`src/rtl/tron_pkg.sv`:
```
// Shared TRON arena constants, trail-writer FSM states and coordinate-to-address helpers.
// Also used by the VGA trail reader, so the address mapping is defined here only.
package tron_pkg;

  localparam int unsigned GRID_W = 160;
  localparam int unsigned GRID_H = 120;
  localparam int unsigned ADDR_W = 15;
  localparam int unsigned CELLS  = GRID_W * GRID_H;

  typedef enum logic [2:0] {
    StClear,
    StIdle,
    StRd1,
    StRd2,
    StChk2,
    StWr1,
    StWr2
  } trail_state_e;

  // y*160 + x without a multiplier: 160 = 128 + 32.
  function automatic logic [ADDR_W-1:0] coord_to_addr(input logic [7:0] x, input logic [6:0] y);
    logic [ADDR_W-1:0] yw;
    yw = ADDR_W'(y);
    return (yw << 7) + (yw << 5) + ADDR_W'(x);
  endfunction

  function automatic logic coord_in_range(input logic [7:0] x, input logic [6:0] y);
    return (32'(x) < GRID_W) && (32'(y) < GRID_H);
  endfunction

endpackage

```
`src/rtl/tron_trail_writer.sv`:
```
// Write-side controller for the P1/P2 trail BRAMs: per-step head reads for the collision
// checkers, trail writes for live players, and a full zero sweep after reset or on new round.
module tron_trail_writer
  import tron_pkg::*;
(
  input  logic              clk,
  input  logic              resetn,
  input  logic              step,
  input  logic              clear_req,
  input  logic [7:0]        p1_x,
  input  logic [6:0]        p1_y,
  input  logic [7:0]        p2_x,
  input  logic [6:0]        p2_y,
  input  logic              p1_alive,
  input  logic              p2_alive,
  output logic [ADDR_W-1:0] mem_addr,
  output logic              mem_we_p1,
  output logic              mem_we_p2,
  output logic              mem_wdata,
  output logic              chk_p1_valid,
  output logic              chk_p2_valid,
  output logic              wall_p1,
  output logic              wall_p2,
  output logic              head_on,
  output logic              busy,
  output logic              step_done,
  output logic              overrun
);

  localparam logic [ADDR_W-1:0] ClrLast = ADDR_W'(CELLS - 1);

  trail_state_e      state_q, state_d;
  logic [ADDR_W-1:0] cnt_q, cnt_d;
  logic              clr_pend_q, clr_pend_d;
  logic              overrun_d;

  // Per-step latched head information.
  logic [ADDR_W-1:0] addr1_q, addr2_q;
  logic              in1_q, in2_q, alive1_q, alive2_q, same_q;

  logic              in1_in, in2_in;
  logic [ADDR_W-1:0] a1_in, a2_in;
  logic              accept, start_clear;

  logic [ADDR_W-1:0] mem_addr_d;
  logic              we1_d, we2_d, wdata_d, chk1_d, chk2_d, wall1_d, wall2_d;
  logic              head_on_d, done_d, busy_d;

  assign in1_in = coord_in_range(p1_x, p1_y);
  assign in2_in = coord_in_range(p2_x, p2_y);
  assign a1_in  = in1_in ? coord_to_addr(p1_x, p1_y) : '0;
  assign a2_in  = in2_in ? coord_to_addr(p2_x, p2_y) : '0;

  // Outputs are registered from the next state, so each output reflects the current state.
  always_comb begin
    state_d     = state_q;
    cnt_d       = cnt_q;
    clr_pend_d  = clr_pend_q;
    overrun_d   = overrun;
    accept      = 1'b0;
    start_clear = 1'b0;
    mem_addr_d  = '0;
    we1_d       = 1'b0;
    we2_d       = 1'b0;
    wdata_d     = 1'b0;
    chk1_d      = 1'b0;
    chk2_d      = 1'b0;
    wall1_d     = 1'b0;
    wall2_d     = 1'b0;
    head_on_d   = 1'b0;
    done_d      = 1'b0;

    if (state_q inside {StRd1, StRd2, StChk2, StWr1, StWr2}) begin
      if (step)      overrun_d  = 1'b1;
      if (clear_req) clr_pend_d = 1'b1;
    end

    unique case (state_q)
      StClear: begin
        we1_d = 1'b1;
        we2_d = 1'b1;
        // Write enables are still low only in the first cycle after reset: emit address 0.
        if (!mem_we_p1) begin
          mem_addr_d = cnt_q;
        end else if (cnt_q == ClrLast) begin
          state_d = StIdle;
          we1_d   = 1'b0;
          we2_d   = 1'b0;
        end else begin
          cnt_d      = cnt_q + 1'b1;
          mem_addr_d = cnt_d;
        end
      end
      StIdle: begin
        if (clear_req) begin
          start_clear = 1'b1;
        end else if (step) begin
          accept     = 1'b1;
          state_d    = StRd1;
          mem_addr_d = a1_in;
        end
      end
      StRd1: begin
        state_d    = StRd2;
        mem_addr_d = addr2_q;
        chk1_d     = 1'b1;
        wall1_d    = !in1_q;
        head_on_d  = same_q;
      end
      StRd2: begin
        state_d = StChk2;
        chk2_d  = 1'b1;
        wall2_d = !in2_q;
      end
      StChk2: begin
        state_d    = StWr1;
        mem_addr_d = addr1_q;
        wdata_d    = 1'b1;
        we1_d      = alive1_q & in1_q;
      end
      StWr1: begin
        state_d    = StWr2;
        mem_addr_d = addr2_q;
        wdata_d    = 1'b1;
        we2_d      = alive2_q & in2_q;
        done_d     = 1'b1;
      end
      StWr2: begin
        if (clr_pend_q || clear_req) start_clear = 1'b1;
        else                         state_d     = StIdle;
      end
      default: state_d = StIdle;
    endcase

    if (start_clear) begin
      state_d    = StClear;
      cnt_d      = '0;
      clr_pend_d = 1'b0;
      overrun_d  = 1'b0;
      mem_addr_d = '0;
      we1_d      = 1'b1;
      we2_d      = 1'b1;
    end

    busy_d = (state_d != StIdle);
  end

  always_ff @(posedge clk or negedge resetn) begin
    if (!resetn) begin
      state_q      <= StClear;
      cnt_q        <= '0;
      clr_pend_q   <= 1'b0;
      overrun      <= 1'b0;
      mem_addr     <= '0;
      mem_we_p1    <= 1'b0;
      mem_we_p2    <= 1'b0;
      mem_wdata    <= 1'b0;
      chk_p1_valid <= 1'b0;
      chk_p2_valid <= 1'b0;
      wall_p1      <= 1'b0;
      wall_p2      <= 1'b0;
      head_on      <= 1'b0;
      step_done    <= 1'b0;
      busy         <= 1'b1;
    end else begin
      state_q      <= state_d;
      cnt_q        <= cnt_d;
      clr_pend_q   <= clr_pend_d;
      overrun      <= overrun_d;
      mem_addr     <= mem_addr_d;
      mem_we_p1    <= we1_d;
      mem_we_p2    <= we2_d;
      mem_wdata    <= wdata_d;
      chk_p1_valid <= chk1_d;
      chk_p2_valid <= chk2_d;
      wall_p1      <= wall1_d;
      wall_p2      <= wall2_d;
      head_on      <= head_on_d;
      step_done    <= done_d;
      busy         <= busy_d;
    end
  end

  always_ff @(posedge clk or negedge resetn) begin
    if (!resetn) begin
      addr1_q  <= '0;
      addr2_q  <= '0;
      in1_q    <= 1'b0;
      in2_q    <= 1'b0;
      alive1_q <= 1'b0;
      alive2_q <= 1'b0;
      same_q   <= 1'b0;
    end else if (accept) begin
      addr1_q  <= a1_in;
      addr2_q  <= a2_in;
      in1_q    <= in1_in;
      in2_q    <= in2_in;
      alive1_q <= p1_alive;
      alive2_q <= p2_alive;
      same_q   <= (p1_x == p2_x) && (p1_y == p2_y);
    end
  end

endmodule

```
`config.mk`:
```
export PLATFORM = sky130hd
export DESIGN_NAME = tron_trail_writer
export DESIGN_NICKNAME = d
export VERILOG_FILES = /design/src/rtl/tron_pkg.sv /design/src/rtl/tron_trail_writer.sv
export SDC_FILE = /design/constraint.sdc
export NUM_CORES = 1
export LEC_CHECK = 0
export CAP_MARGIN = 10
export CORE_MARGIN = 8
export CORE_UTILIZATION = 50
export DETAILED_ROUTE_END_ITERATION = 8
export PLACE_DENSITY_LB_ADDON = 0.05
export SLEW_MARGIN = 20
export SYNTH_ARGS = -nofsm -noshare
export SYNTH_HDL_FRONTEND = slang
export SYNTH_SLANG_ARGS = --single-unit
```
`constraint.sdc`:
```
create_clock -name clk -period 5.87 [get_ports clk]
set_clock_uncertainty 0.15 [all_clocks]
set_input_delay 0.587 -clock clk [delete_from_list [all_inputs] [get_ports clk]]
set_output_delay 0.587 -clock clk [all_outputs]
set_load 0.02 [all_outputs]
```
## After elaboration in Yosys (flattened, before gate mapping)

Cells that the tools add are included.

| storage, ports and cells | value |
|---|---|
| register bits after elaboration | 80 |
| input port bits | 36 |
| output and inout port bits | 26 |
| word-level logic and storage cells | 106 |

| cells by class | value |
|---|---|
| $add $sub $neg | 5 |
| order comparisons | 4 |
| equal/unequal tests | 11 |
| muxes and demuxes | 44 |
| bitwise gates (word level) | 2 |
| reduce and logical (&&, ||, !) cells | 18 |

Operator list:

| kind | number |
|---|---|
| $mux W15 | 11 |
| $pmux W15 S4 | 1 |
| $add A14 B12 Y15 | 2 |
| $add A15 B8 Y15 | 2 |
| $mux W1 | 22 |
| $pmux W3 S7 | 1 |
| $mux W3 | 6 |
| $lt A8 B8 Y1 const B | 2 |
| $add A15 B1 Y15 const B | 1 |
| $eq A15 B15 Y1 const B | 1 |
| $lt A7 B7 Y1 const B | 2 |
| $reduce_bool A2 Y1 | 5 |
| $eq A3 B3 Y1 const B | 3 |
| $eq A8 B8 Y1 | 1 |
| $eq A7 B7 Y1 | 1 |
| $eq A3 B2 Y1 const B | 2 |
| $pmux W1 S2 | 3 |
| $reduce_bool A5 Y1 | 1 |
| $reduce_and A2 Y1 | 2 |
| $reduce_or A2 Y1 | 2 |
| $eq A3 B1 Y1 const B | 1 |
| $logic_and A1 B1 Y1 | 3 |
| $logic_not A3 Y1 | 1 |
| $ne A3 B1 Y1 const B | 1 |
| other kinds (5) | 7 |

## Longest topological paths before layout

Gate-level depths: netlist of run 1.

| logic depth | value |
|---|---|
| depth in word-level cells | 7 |
| mapped depth | 9 |
| depth with buffers taken out | 9 |

## Least setup slack after synthesis of run 1

OpenSTA, ideal clock, no wires.

| path | value |
|---|---|
| path kind | input to register |
| start | in p1_x[7] |
| end | reg mem_addr[13] |
| setup time | 0.129 ns |
| arrival | 2.448 ns |
| data required time | 5.591 ns |
| setup slack | 3.143 ns |
| stages on the path | 9 |
| path buffers | 0 |
| cells stage by stage | inv_1 > fa_1 > inv_1 > ha_1 > a211oi_1 > nor2_1 > o221ai_1 > mux2i_1 > a21oi_1 |

| on the way | value |
|---|---|
| cells in the longest elaborated chain, start to end | 7 |
| elaborated cells between the ends (all ways) | 8 |
| those cells by class | add/sub (1); order compare (1); mux (5); reduce/logical (1) |

RTL lines:

| what | RTL line | source |
|---|---|---|
| start: declaration | tron_trail_writer.sv:10 | `input logic [7:0] p1_x,` |
| branches (longest 2 deep; another with $add A15 B8 Y15) | -- |  |
| $mux W15 (*) | tron_trail_writer.sv:51 | `assign a1_in = in1_in ? coord_to_addr(p1_x, p1_y) : '0;` |
| $mux W15 (*) | tron_trail_writer.sv:97 | `end else if (step) begin` |
| $mux W15 (*) | tron_trail_writer.sv:95 | `if (clear_req) begin` |
| $pmux W15 S4 (*) | tron_trail_writer.sv:78 | `unique case (state_q)` |
| $mux W15 (*) | tron_trail_writer.sv:135 | `if (start_clear) begin` |
| via mem_addr_d[13] | tron_trail_writer.sv:45 | `logic [ADDR_W-1:0] mem_addr_d;` |
| end signal: assignment | tron_trail_writer.sv:170 | `mem_addr <= mem_addr_d;` |
| end: declaration | tron_trail_writer.sv:16 | `output logic [ADDR_W-1:0] mem_addr,` |

Mark *: on every way through the listed nets, which the timed path passes.
A chain may end at the register's enable or synchronous reset.

## Worst setup path after layout of run 1

| path | value |
|---|---|
| start | reg state_q[0] |
| end | reg addr2_q[13] |

| on the way | value |
|---|---|
| cells in the longest elaborated chain, start to end | 2 |

RTL lines:

| what | RTL line | source |
|---|---|---|
| start: declaration | tron_trail_writer.sv:32 | `trail_state_e state_q, state_d;` |
| start signal: assignment | tron_trail_writer.sv:150 | `state_q <= StClear;` |
| start signal: assignment | tron_trail_writer.sv:166 | `state_q <= state_d;` |
| $eq A3 B1 Y1 | tron_trail_writer.sv:78 |  |
| $mux W1 | tron_trail_writer.sv:78 |  |
| end signal: assignment | tron_trail_writer.sv:195 | `addr2_q <= a2_in;` |
| end: declaration | tron_trail_writer.sv:38 | `logic [ADDR_W-1:0] addr1_q, addr2_q;` |

No other way between the ends.

==> summary.md, run 1 <==
| Metric | Value |
|---|---|
| Vias in the first global route | about 3.9k |
| Mean Syn Cell Area | around 9.8 um^2 |
| Diode count | 0 |
| Syn_nets | between 500 and 600 |
| Fillers | between 800 and 900 |
| Final #Nets | 614 |
| Hold slack | ~0.096 ns |
| Max cap viols | 0 |
| Detail Placement HPWL | 9770 um |
| Crit-path cells | nor3b_1 > nand2_1 > buf_4 > nand2_1 > nand2_1 > or3_1 |
| H-tree levels | 3 |
| Critical Path RT | approximately 6.0 ns |
| CP Class | reg2reg |
| Hold Crit Class | in2async |
| GRT Total Usage | approximately a fifth |
| Num ports | between 60 and 70 |
| Core area | 0.00968 mm^2 |
| Crit path max-delay family | simple AND/OR/NAND/NOR gates |
| Initial DRC count | between 200 and 300 |
| IO buf count | 61 |
| Rows | 36 |
| Max-Slew Margin vs Limit | between 30 and 40% |
| Most used cell, CP | nand2_1 |
| Post-Route Setup TNS | 0 ns |
| Worst path max stage delay | ~0.75 ns |
| GPL Wtd Cong | between 0.8 and 0.9 |
| Worst r2r dst | addr2_q[13] |
| Register area | 0.00200 mm^2 |
| Max Clk Rate | approximately 320 MHz |
| Routed Wire Length | 12,900 um |
| CTS root buffer | clkbuf_8 |
| Reg2Reg Depth | 6 |
| Starting Density | 51.0% |
| Yosys cell types | 67 |
| FF-to-FF Start | state_q[0] |
| Warnings from Yosys | 0 |
| Multi-input gate area | about 0.0027 mm^2 |
| PwrDens | between 300 and 400 mW/mm^2 |
| First-pass GRT wire length | 20,700 um |
| Worst Tran Pin Value | around 0.96 ns |
| Area delta synth->final | 16.0% |
| CTS Buf Count | 9 |
| Leak pwr | between 2 and 3 nW |
| CP Max Fanout | 21 |
| Maximum vdd drop | 0.180 mV |
| Remaining DRCs | 0 |
| Leading cell type in the layout, fill and taps excluded | dfrtp_1 |
| Hold_buf cts | 0 |
| CTS tree | done |
| Crit path buf inv count | 1 |
| Chip width | 115 um |
| Clk_lat worst skew | 0.35 ns |
| Slew Viols, Final | 0 |
| Top_reg_cell synth | dfrtp_1 |
| Cell area after synthesis | 0.00494 mm^2 |
| Unrepaired setup endpoints after global routing | false |
| Wirelength per Cell | about 19 um |
| Flops & latches, synth | 80 |
| Post-CTS Setup Bufs | 0 |
| Syn Inst Count | around 500 |
| Via count | between 4k and 5k |
| Final Hold Fails | 0 |
| Number of vias per cell | 5.96 |
| Total grt overflow | 0 |
| ANT nets after route | 0 |
| Outcome | complete, no violations |
| Crit path capture type | flip-flop |
| Max Buffers Root-to-Sink | 2 |
| Most frequent cells in the layout | dfrtp_1 (79), clkdlybuf4s50_1 (60), nand2_1 (51) |
| Final period utilization | a little over half |
| Pin count of the biggest net entering global routing | 81 |
| CP Launch Type | flip-flop |
| Initial antenna violation count | 0 |
| Worst-path clk slew | approximately 0.090 ns |
| TritonCTS Sinks | 80 |
| Worst path slowest cell | dfrtp_1 |
| Die Y | approximately 120 um |
| Signal arrival time at the worst endpoint | between 3 and 4 ns |
| Sequential area share after synthesis | 40.6% |
| Post-synth EDFFs | 0 |
| Post-CTS resize count | 0 |
| Full die area | 0.0133 mm^2 |
| FFs w/ async S/R, synth | 100% |
| Flop-to-flop setup slack | 2.70 ns |
| Finish-stage setup viols | 0 |
| Min cycle time layout | 3.17 ns |
| Pwr Total | 2.24 mW |
| Pre-antenna DRT Iters | 5 |
| Share of cells above drive strength 1 | under 10% |
[final cells by class]
cell class                      instances  area share (%)
Timing Repair Buffer                   62            10.8
Clock buffer                           11            2.64
Multi-Input combinational cell        375            46.9
Sequential cell                        80            35.0
Tap cell                              133            2.91
Inverter                               17            1.11
Clock inverter                          5           0.656
[cells in the mapped netlist (4+ instances only)]
cell / n / share of area [%]
dfrtp_1: 79 / 40
nand2_1: 51 / 3.9
o21ai_0: 30 / 3.0
ha_1: 29 / 7.3
nor2_1: 28 / 2.1
a21oi_1: 25 / 2.5
xor2_1: 25 / 4.4
a22o_1: 19 / 3.4
buf_2: 17 / 1.7
inv_1: 17 / 1.3
nand3_1: 11 / 1.1
a22oi_1: 9 / 1.4
nand4_1: 9 / 1.1
nor3_1: 9 / 0.91
clkbuf_1: 8 / 0.61
nand2b_1: 7 / 0.89
nor4_1: 7 / 0.89
xnor2_1: 7 / 1.2
a221oi_1: 6 / 1.1
a31oi_1: 6 / 0.76
and2_1: 6 / 0.76
nor2b_1: 6 / 0.76
or2_2: 6 / 0.76
a222oi_1: 5 / 1.0
buf_6: 5 / 1.1
or3_1: 5 / 0.63
a21o_1: 4 / 0.61
fa_1: 4 / 1.6
mux2i_1: 4 / 0.81
o21a_1: 4 / 0.61
[kinds of logic (layout without fill, tap and decap cells)]
group / after synthesis / in the layout / synth area share [%]
multiplexers: 6 / 6 / 1.27
flip-flops: 80 / 80 / 40.6
XOR/XNOR: 32 / 32 / 5.68
AO/OA/AOI/OAI: 134 / 134 / 19.1
buffers and inverters: 49 / 95 / 5.07
AND/OR/NAND/NOR: 170 / 170 / 19.4
adder cells (fa/ha/maj): 33 / 33 / 8.97
[power by group]
| part | switching, mW | internal, mW |
|---|---|---|
| logic | 0.517 | 0.399 |
| clock network | 0.215 | 0.179 |
| registers | 0.186 | 0.742 |
| total | 0.918 | 1.32 |
[through the flow]
step	setup WS [ns]	area [um^2]	cells	util [%]
CTS	2.73	5720	683	59.1
global placement	2.42	5530	667	57.1
floorplan	3.14	4940	504	-
finish	2.70	5730	683	59.1
global route	2.45	5730	683	59.1
detailed placement	2.38	5530	667	57.1
[worst max-delay path by stage]
stage                from            to  slack [ns]  depth (start not counted)
2_1_floorplan     p1_x[7]  mem_addr[13]        3.14                          9
3_3_place_gp      p1_x[7]  mem_addr[13]        2.42                         10
3_5_place_dp      p1_x[7]  mem_addr[13]        2.38                         10
4_1_cts           p1_x[7]  mem_addr[13]        2.73                         10
5_1_grt        state_q[0]   addr2_q[13]        2.45                          6
6_report       state_q[0]   addr2_q[13]        2.70                          6
[worst register-to-register path, delay by kind of cell, from the launching register on]
family        cells  cell delay (ns)
simple gates      5             1.75
flops             1             0.75
buf+inv           1             0.42
[per-layer routing]
layer / track usage (%) / vias up / share of wire (%)
met5: 0 / - / 0
met4: 6.74 / 0 / 1.9
met3: 3.83 / 15 / 4.8
met2: 30.5 / 121 / 46
met1: 27.7 / 2004 / 47
li1: - / 1930 / -
[state kept, by name (all words and copies together) (netlist names), 3 cells and up]
register / flops
addr1_q: 15
state_q: 3
mem_addr: 15
cnt_q: 15
addr2_q: 15
Note: power is estimated with default switching activity, not from simulation.
==> run 2, diff against run 1 <==
Clock period 5.87 ns to 2.75 ns, I/O delays scaled along.
==> summary.md, run 2 (synthesized netlist as in run 1, its figures left out) <==
| Metric | Value |
|---|---|
| CTS tree | done (unchanged) |
| Routed Wire Length | 13,400 um (was 12,900 um) |
| Vias in the first global route | 4,248 (was 3,878) |
| Critical Path RT | 2.88 ns (was 5.96 ns) |
| Number of vias per cell | 5.74 (was 5.96) |
| Worst path slowest cell | fa_1 (was dfrtp_1) |
| Worst Tran Pin Value | 0.684 ns (was 0.960 ns) |
| Total grt overflow | 0 (unchanged) |
| Crit path capture type | flip-flop (unchanged) |
| Via count | 4,239 (was 4,070) |
| CTS Buf Count | 9 (unchanged) |
| Post-CTS Setup Bufs | 0 (unchanged) |
| Clock Power Share | 20.0% (was 17.6%) |
| Net Sw Frac | 38.9% (was 41.0%) |
| GRT Total Usage | 21.4% (was 20.0%) |
| Crit-path cells | clkdlybuf4s50_1 > inv_1 > fa_1 > buf_4 > fa_1 > nand2b_1 > a21oi_1 > nor2_1 > or3_1 > a31oi_1 (was nor3b_1 > nand2_1 > buf_4 > nand2_1 > nand2_1 > or3_1) |
| Pin count of the biggest net entering global routing | 45 (was 81) |
| FF-to-FF Start | cnt_q[0] (was state_q[0]) |
| Remaining DRCs | 0 (unchanged) |
| Pre-antenna DRT Iters | 5 (unchanged) |
| Initial DRC count | 393 (was 289) |
| Fillers | 831 (was 859) |
| Max Buffers Root-to-Sink | 2 (unchanged) |
| Hold Crit Class | in2async (unchanged) |
| Worst setup slack after layout | 0.0971 ns (was 2.70 ns) |
| Signal arrival time at the worst endpoint | 2.79 ns (was 3.26 ns) |
| Flop-to-flop setup slack | 0.32 ns (was 2.70 ns) |
| Cell Area, Placed | 0.00594 mm^2 (was 0.00553 mm^2) |
| Wirelength per Cell | 18.1 um (was 18.9 um) |
| Slew Viols, Final | 0 (unchanged) |
| Diode count | 0 (unchanged) |
| Clk_lat worst skew | 0.36 ns (was 0.35 ns) |
| Worst r2r dst | cnt_q[8] (was addr2_q[13]) |
| Final Hold Fails | 0 (unchanged) |
| PwrDens | 831 mW/mm^2 (was 391 mW/mm^2) |
| Pint | 3.15 mW (was 1.32 mW) |
| Crit path max-delay family | adder cells (was simple AND/OR/NAND/NOR gates) |
| Crit path buf inv count | 3 (was 1) |
| CTS root buffer | clkbuf_8 (unchanged) |
| Max Clk Rate | about 380 MHz |
| Outcome | complete, no violations (unchanged) |
| Area delta synth->final | 25.5% (was 16.0%) |
| Starting Density | 51.0% (unchanged) |
| Finish-stage setup viols | 0 (unchanged) |
| TritonCTS Sinks | 80 (unchanged) |
| Pwr Total | 5.15 mW (was 2.24 mW) |
| Post-place setup slack | -0.249 ns (was 2.38 ns) |
| Core area | 0.00968 mm^2 (unchanged) |
| Multi-input gate area | 0.00270 mm^2 (was 0.00268 mm^2) |
| Full die area | 0.0133 mm^2 (unchanged) |
| IO buf count | 61 (unchanged) |
| Worst path max stage delay | 0.51 ns (was 0.75 ns) |
| Register area | 0.00200 mm^2 (unchanged) |
| Final period utilization | roughly 96% |
| Leading cell type in the layout, fill and taps excluded | dfrtp_1 (unchanged) |
| Rows | 36 (unchanged) |
| Chip width | 115 um (unchanged) |
| Most frequent cells in the layout | dfrtp_1 (79), clkdlybuf4s50_1 (60), buf_4 (56) (was dfrtp_1 (79), clkdlybuf4s50_1 (60), nand2_1 (51)) |
| GPL Wtd Cong | 0.941 (was 0.888) |
| Detail Placement HPWL | 10,600 um (was 9770 um) |
| Num ports | 62 (unchanged) |
| CP Max Fanout | 3 (was 21) |
| Max-Slew Margin vs Limit | 54.3% (was 35.6%) |
| CP Class | in2reg (was reg2reg) |
| Initial antenna violation count | 0 (unchanged) |
| ANT nets after route | 0 (unchanged) |
| Share of cells above drive strength 1 | 16.0% (was 7.27%) |
| Unrepaired setup endpoints after global routing | false (unchanged) |
| Reg2Reg Depth | 7 (was 6) |
| Design area | 0.00620 mm^2 (was 0.00573 mm^2) |
| Sequential power share | 37.9% (was 41.4%) |
| First-pass GRT wire length | 22,200 um (was 20,700 um) |
| Maximum vdd drop | 0.401 mV (was 0.180 mV) |
| Final #Nets | 669 (was 614) |
| Most used cell, CP | fa_1 (was nand2_1) |
| Switching power | 2.00 mW (was 0.918 mW) |
| Max cap viols | 0 (unchanged) |
| Worst-path clk slew | 0.08 ns (was 0.09 ns) |
| Leak pwr | 2.82 nW (was 2.53 nW) |
| H-tree levels | 3 (unchanged) |
| Die Y | 115 um (unchanged) |
| Comb pwr share | 42.1% (was 40.9%) |
| CP Launch Type | input port (was flip-flop) |
| Min cycle time layout | between 2 and 3 ns |
## run 2: cell types whose count changed in the layout (fill, tap and decap cells not counted), moves of 2 or more
cell,before,now
a21oi_2,1,3
bufinv_16,0,2
buf_4,1,56
a21oi_1,25,23
## run 2: worst reg2reg max path, cell delays in order (launching register included)
cell and delay [ns]:
dfrtp_1 0.43, ha_1 0.32, nand4_4 0.18, nor4_4 0.37, buf_4 0.24, o21a_1 0.35
o21ai_0 0.17, o41ai_1 0.09
## run 2: metrics by stage
step	util (%)	setup TNS [ns]	hold slack, ns	std cells
global placement	61.3	-2.48	0.151	721
floorplan	-	0	-0.171	504
finish	64.0	0	0.287	738
CTS	63.9	0	0.300	738
global route	64.0	0	0.323	738
detailed placement	61.3	-3.01	0.152	721
## run 2: cell type report
class | count | share of cell area [%]
Clock buffer | 11 | 2.44
Clock inverter | 5 | 1.37
Inverter | 17 | 1.03
Multi-Input combinational cell | 375 | 43.5
Sequential cell | 80 | 32.3
Tap cell | 133 | 2.68
Timing Repair Buffer | 117 | 16.6
## run 2: how the worst max path moves through the flow
stage | depth (start not counted) | end | slack, ns | startpoint
final | 10 | mem_addr[10] | 0.1 | p1_x[7]
after detailed placement | 9 | addr2_q[12] | -0.25 | p2_x[7]
after floorplan | 9 | mem_addr[13] | 0.34 | p1_x[7]
after global placement | 11 | mem_addr[11] | -0.23 | p1_x[7]
after CTS | 9 | addr2_q[12] | 0.14 | p2_x[7]
after global routing | 10 | mem_addr[10] | 0.01 | p1_x[7]
## run 2: timing repair
action | 4_1_cts | 5_1_grt
hold buffers | 1 | 0
gates resized for setup | 0 | 3
endpoints found under the setup margin | 0 | 4
hold endpoints to repair | 41 | 0
## run 2: layer usage
layer	GRT usage [%]	wire, um	share of wire [%]
met5	0	0	0
met3	4.78	768	5.7
met1	28.1	6060	45
met4	6.39	221	1.7
met2	34.5	6330	47
## run 2: power groups by stage
stage               Clock, mW  Sequential [mW]  Combinational [mW]
floorplan                   0             1.93                1.35
global placement            0             1.95                2.13
detailed placement          0             1.97                2.16
CTS                      1.04             1.95                2.17
global route             1.11             2.01                2.38
finish                   1.03             1.95                2.17
